===== src/rtl/mem_arbiter.sv =====
// mem_arbiter: serialises the split instruction/data ports onto one
// physical memory port and holds each completed response until the
// pipeline advances.
//
// Ports:
//   clk, reset              clock, async active-high reset
//   pipe_advance            pipeline load strobe, consumes both buffers
//   imem_address/read       fetch request
//   imem_rdata/resp         buffered fetch result
//   mem_address/wdata       data request address and store data
//   mem_read/write          load / store request
//   mem_byte_enable         store lane enables
//   mem_rdata/resp          buffered load result
//   pmem_address/wdata      physical request (registered)
//   pmem_read/write         physical strobes (registered)
//   pmem_byte_enable        physical lane enables (registered)
//   pmem_rdata/resp         physical completion

module mem_arbiter (
    input  logic        clk,
    input  logic        reset,
    input  logic        pipe_advance,

    input  logic [15:0] imem_address,
    input  logic        imem_read,
    output logic [15:0] imem_rdata,
    output logic        imem_resp,

    input  logic [15:0] mem_address,
    input  logic [15:0] mem_wdata,
    input  logic        mem_read,
    input  logic        mem_write,
    input  logic [1:0]  mem_byte_enable,
    output logic [15:0] mem_rdata,
    output logic        mem_resp,

    output logic [15:0] pmem_address,
    output logic [15:0] pmem_wdata,
    output logic        pmem_read,
    output logic        pmem_write,
    output logic [1:0]  pmem_byte_enable,
    input  logic [15:0] pmem_rdata,
    input  logic        pmem_resp
);

    typedef enum logic [1:0] {
        IDLE  = 2'd0,
        I_ACC = 2'd1,
        D_ACC = 2'd2
    } state_e;

    state_e      state_q, state_d;

    logic [15:0] req_addr_q, req_addr_d;
    logic [15:0] req_wdata_q, req_wdata_d;
    logic [1:0]  req_be_q, req_be_d;
    logic        req_rd_q, req_rd_d;
    logic        req_wr_q, req_wr_d;

    logic        ibuf_valid_q, ibuf_valid_d;
    logic [15:0] ibuf_addr_q, ibuf_addr_d;
    logic [15:0] ibuf_data_q, ibuf_data_d;

    logic        dbuf_valid_q, dbuf_valid_d;
    logic [15:0] dbuf_addr_q, dbuf_addr_d;
    logic [15:0] dbuf_data_q, dbuf_data_d;
    // dbuf_op: 1 = store, 0 = load
    logic        dbuf_op_q, dbuf_op_d;

    logic        i_hit;
    logic        d_hit;
    logic        i_pend;
    logic        d_pend;
    logic        d_req;

    // Hit / response logic
    always_comb begin
        d_req  = mem_read || mem_write;
        i_hit  = ibuf_valid_q && (ibuf_addr_q == imem_address);
        // op match keeps a load result from answering a store to the
        // same address (and vice versa)
        d_hit  = dbuf_valid_q && (dbuf_addr_q == mem_address)
                 && (dbuf_op_q == mem_write);
        i_pend = imem_read && !i_hit;
        d_pend = d_req && !d_hit;
    end

    assign imem_resp  = i_hit && imem_read;
    assign mem_resp   = d_hit && d_req;
    assign imem_rdata = ibuf_data_q;
    assign mem_rdata  = dbuf_data_q;

    assign pmem_address     = req_addr_q;
    assign pmem_wdata       = req_wdata_q;
    assign pmem_read        = req_rd_q;
    assign pmem_write       = req_wr_q;
    assign pmem_byte_enable = req_be_q;

    // Next-state and buffer update
    always_comb begin
        state_d      = state_q;
        req_addr_d   = req_addr_q;
        req_wdata_d  = req_wdata_q;
        req_be_d     = req_be_q;
        req_rd_d     = req_rd_q;
        req_wr_d     = req_wr_q;

        ibuf_addr_d  = ibuf_addr_q;
        ibuf_data_d  = ibuf_data_q;
        dbuf_addr_d  = dbuf_addr_q;
        dbuf_data_d  = dbuf_data_q;
        dbuf_op_d    = dbuf_op_q;

        // advance consumes both results; a completion at the same edge
        // overrides this below since it belongs to the new request
        ibuf_valid_d = ibuf_valid_q && !pipe_advance;
        dbuf_valid_d = dbuf_valid_q && !pipe_advance;

        unique case (state_q)
            IDLE: begin
                if (d_pend) begin
                    state_d     = D_ACC;
                    req_addr_d  = mem_address;
                    req_wdata_d = mem_wdata;
                    req_be_d    = mem_write ? mem_byte_enable : 2'b11;
                    req_rd_d    = mem_read;
                    req_wr_d    = mem_write;
                end else if (i_pend) begin
                    state_d     = I_ACC;
                    req_addr_d  = imem_address;
                    req_wdata_d = 16'h0000;
                    req_be_d    = 2'b11;
                    req_rd_d    = 1'b1;
                    req_wr_d    = 1'b0;
                end
            end

            I_ACC: begin
                if (pmem_resp) begin
                    state_d      = IDLE;
                    ibuf_data_d  = pmem_rdata;
                    ibuf_addr_d  = req_addr_q;
                    ibuf_valid_d = 1'b1;
                    req_addr_d   = 16'h0000;
                    req_wdata_d  = 16'h0000;
                    req_be_d     = 2'b00;
                    req_rd_d     = 1'b0;
                    req_wr_d     = 1'b0;
                end
            end

            D_ACC: begin
                if (pmem_resp) begin
                    state_d      = IDLE;
                    dbuf_data_d  = pmem_rdata;
                    dbuf_addr_d  = req_addr_q;
                    dbuf_op_d    = req_wr_q;
                    dbuf_valid_d = 1'b1;
                    req_addr_d   = 16'h0000;
                    req_wdata_d  = 16'h0000;
                    req_be_d     = 2'b00;
                    req_rd_d     = 1'b0;
                    req_wr_d     = 1'b0;
                end
            end

            default: begin
                state_d  = IDLE;
                req_be_d = 2'b00;
                req_rd_d = 1'b0;
                req_wr_d = 1'b0;
            end
        endcase
    end

    always_ff @(posedge clk or posedge reset) begin
        if (reset) begin
            state_q      <= IDLE;
            req_addr_q   <= 16'h0000;
            req_wdata_q  <= 16'h0000;
            req_be_q     <= 2'b00;
            req_rd_q     <= 1'b0;
            req_wr_q     <= 1'b0;
            ibuf_valid_q <= 1'b0;
            ibuf_addr_q  <= 16'h0000;
            ibuf_data_q  <= 16'h0000;
            dbuf_valid_q <= 1'b0;
            dbuf_addr_q  <= 16'h0000;
            dbuf_data_q  <= 16'h0000;
            dbuf_op_q    <= 1'b0;
        end else begin
            state_q      <= state_d;
            req_addr_q   <= req_addr_d;
            req_wdata_q  <= req_wdata_d;
            req_be_q     <= req_be_d;
            req_rd_q     <= req_rd_d;
            req_wr_q     <= req_wr_d;
            ibuf_valid_q <= ibuf_valid_d;
            ibuf_addr_q  <= ibuf_addr_d;
            ibuf_data_q  <= ibuf_data_d;
            dbuf_valid_q <= dbuf_valid_d;
            dbuf_addr_q  <= dbuf_addr_d;
            dbuf_data_q  <= dbuf_data_d;
            dbuf_op_q    <= dbuf_op_d;
        end
    end

endmodule

===== config.mk =====
export PLATFORM = sky130hd
export DESIGN_NAME = mem_arbiter
export DESIGN_NICKNAME = d
export VERILOG_FILES = /design/src/rtl/mem_arbiter.sv
export SDC_FILE = /design/constraint.sdc
export NUM_CORES = 1
export LEC_CHECK = 0
export CAP_MARGIN = 10
export CORE_UTILIZATION = 47
export DETAILED_ROUTE_END_ITERATION = 8
export PLACE_DENSITY = 0.91
export SKIP_CTS_REPAIR_TIMING = 1
export SLEW_MARGIN = 10
export SYNTH_ARGS = -nofsm -noshare
export SYNTH_HDL_FRONTEND = slang
export SYNTH_SLANG_ARGS = --single-unit

===== constraint.sdc =====
create_clock -name clk -period 4.35 [get_ports clk]
set_input_delay 0.435 -clock clk [delete_from_list [all_inputs] [get_ports clk]]
set_output_delay 0.435 -clock clk [all_outputs]
set_load 0.01 [all_outputs]

==> results.json <==
{
  "status": "finished, final reports clean",
  "drtAntennaViolNets": 0,
  "holdPathStages": 2,
  "synth-async-reset-ratio_pct": 100,
  "vias_per_cell": 5.28,
  "ys_top_cells_by_area": "dfrtp_1 (57%), mux2_2 (8.1%), xnor2_1 (5.5%)",
  "cts_tree": "yes",
  "timing.setup.tns_ns": 0,
  "synth.avg_cell_area_um2": 11.1,
  "clock_power_share_pct": 14.6,
  "cts_buffers": 9,
  "drive_above_1_share_pct": 11.0,
  "regArea_um2": 2630,
  "vias": 3606,
  "worstPathMaxFanout": 2,
  "dr.pass1.iters": 4,
  "r2r_cells": 7,
  "r2r-end": "pmem_address[1]",
  "required_ns": 3.91,
  "hold_viol_final": 0,
  "gp_congestion": 0.795,
  "clock_latency_ns": 0.37,
  "net-switching-power_mw": 1.62,
  "drc": 0,
  "cts_num_sinks": 105,
  "initial_core_util_pct": 49.2,
  "synth.top_cells.by_count": "dfrtp_1 (105), inv_1 (42), o21ai_0 (40), nand2_1 (39), mux2_2 (33)",
  "synth_nets": 490,
  "ioPinCount": 143,
  "max-vdd-ir-drop_v": 0.000382,
  "maxCapViolCount": 0,
  "power.internal_mw": 2.73,
  "grt_max_degree": 86,
  "clockBufferDepth": 2,
  "grt_overflow_total": 0,
  "yosysSeqAreaShare_pct": 57.0,
  "cp-end-kind": "primary output",
  "synth_cells": 414,
  "syn_area_um2": 4610,
  "setup_viol": 0,
  "layout.nets": 625,
  "worst-r2r-setup-slack_ns": 1.64,
  "core_um2": 9370,
  "power_frac_comb_pct": 46.6,
  "grt_usage_pct": 23.4,
  "drtIter0Drc": 202,
  "fp-row-count": 35,
  "grt_first_pass_wirelength_um": 18300,
  "die-width_um": 101,
  "yosys_warnings": 0,
  "dp_cells": 667,
  "fill_cells": 738,
  "place.port_buffers": 142,
  "synthFlopType": "dfrtp_1",
  "cellLeakagePower_nw": 2.74,
  "die_y_um": 101,
  "final_util_pct": 67.7,
  "grt_pass1_vias": 3835,
  "total_power_mw": 4.34,
  "timing.fmax_mhz": 312,
  "clk_pin_slew_ns": 0.10,
  "slew_headroom_pct": 32.2,
  "synth_top_area_share_pct": 57.0,
  "crit_arrival_ns": 2.77,
  "tightest_slew_ns": 1.02,
  "multi_input_area_um2": 1740,
  "rsz0062_at_grt": "false",
  "syn_to_final_growth_pct": 37.7,
  "power.density_cell_area_nw_per_um2": 685,
  "synth_top_cell_by_area": "dfrtp_1",
  "post-route-min-period_ns": 3.20,
  "n_antenna_cell": 0,
  "seqPwrFrac_pct": 38.9,
  "finalCritPeriodShare_pct": 73.6,
  "synth_edf_count": 0,
  "drt-total-wl_um": 11300,
  "antenna_found_initial": 0,
  "worstSetupPathType": "in2out",
  "ys_types": 32,
  "clockRootBuffer": "clkbuf_8",
  "slew_viol_final": 0,
  "hold_path_end": "dbuf_addr_q[5]",
  "hpwl_um": 8040,
  "start_kind": "primary input",
  "yosysMostFrequentCell": "dfrtp_1",
  "clock_skew_ns": 0.0118,
  "ys_ff_latch": 105,
  "routedWlPerCell_um": 16.6,
  "hold_class": "reg2reg",
  "final_cells": 683,
  "min_from": "dbuf_addr_q[5]",
  "rr_startpoint": "dbuf_addr_q[3]",
  "cts-htree-levels": 3,
  "die-area_um2": 10200,
  "switching_share_pct": 37.2
}
==> per-stage QoR <==
stage	worst slack, ns	area [um2]	hold slack, ns
3_5_place_dp	1.13	6130	0.491
6_report	1.15	6340	0.511
4_1_cts	1.14	6340	0.514
3_3_place_gp	1.19	6130	0.482
2_1_floorplan	1.15	4610	0.469
5_1_grt	1.03	6340	0.529
==> metal layers <==
metal / global-route usage, % / part of all wire [%] / vias to the layer above
li1: - / - / 1693
met2: 40.7 / 51 / 149
met3: 7.84 / 7.9 / 11
met4: 7.80 / 1.1 / 0
met1: 27.2 / 40 / 1753
met5: 0 / 0 / -
==> sequential cells by signal, indices dropped and copies added (netlist names) <==
register          flops
ibuf_addr_q          16
mem_rdata            16
dbuf_addr_q          16
state_q               2
pmem_wdata           16
pmem_byte_enable      2
pmem_address         16
pmem_read             1
imem_rdata           16
dbuf_valid_q          1
ibuf_valid_q          1
dbuf_op_q             1
pmem_write            1
==> kinds of logic after synthesis <==
| family | share of synthesized area, % |
|---|---|
| flops | 57.0 |
| xor+xnor | 6.27 |
| simple gates | 8.44 |
| compound gates | 9.88 |
| fa+ha+maj | 0.815 |
| buf+inv | 5.38 |
| mux | 12.2 |
==> worst max path at each step <==
stage / startpoint / to / cells after the start
5_1_grt: mem_address[4] / mem_resp / 8
2_1_floorplan: reset / dbuf_addr_q[0] / 1
4_1_cts: mem_address[4] / mem_resp / 8
6_report: mem_address[4] / mem_resp / 8
3_5_place_dp: mem_address[3] / pmem_address[1] / 8
3_3_place_gp: mem_address[3] / pmem_address[4] / 8
==> power by group through the flow <==
stage	sequential, mW	clock (mW)	combinational (mW)
detailed placement	1.71	0	2.02
global placement	1.68	0	1.95
CTS	1.69	0.645	2.03
floorplan	1.80	0	0.980
finish	1.69	0.634	2.02
global route	1.74	0.683	2.21
==> layout by cell type (no fill, tap or decap), types with 2 or more instances in the layout <==
cell type / n
inv_1: 41
nor4_1: 3
clkbuf_8: 9
dfrtp_1: 105
nand2_1: 37
o21ai_0: 40
nand4_1: 25
o22ai_1: 16
nand3_1: 2
a31oi_1: 3
xnor2_1: 29
nand2_2: 2
xor2_1: 4
clkinv_4: 2
mux2i_1: 19
ha_1: 3
mux2_2: 33
clkdlybuf4s50_1: 142
o21ai_1: 14
buf_4: 3
inv_6: 3
nor2_1: 3
==> critical path, cell delays in order <==
cell	delay, ns
clkdlybuf4s50_1	0.46
xnor2_1	0.30
nand2_1	0.09
or3b_2	0.46
nor3_1	0.20
nand4_1	0.12
nor2_1	0.11
clkdlybuf4s50_1	0.58
==> final cells by class <==
type	count	area share, %
well taps	129	2.54
inverters	43	2.58
clock buffers	9	1.95
flip-flops and latches	105	41.4
repair buffers	145	22.8
multi-input cells	245	27.4
clock inverters	7	1.34
No activity file was read; power rests on OpenSTA's default activity.
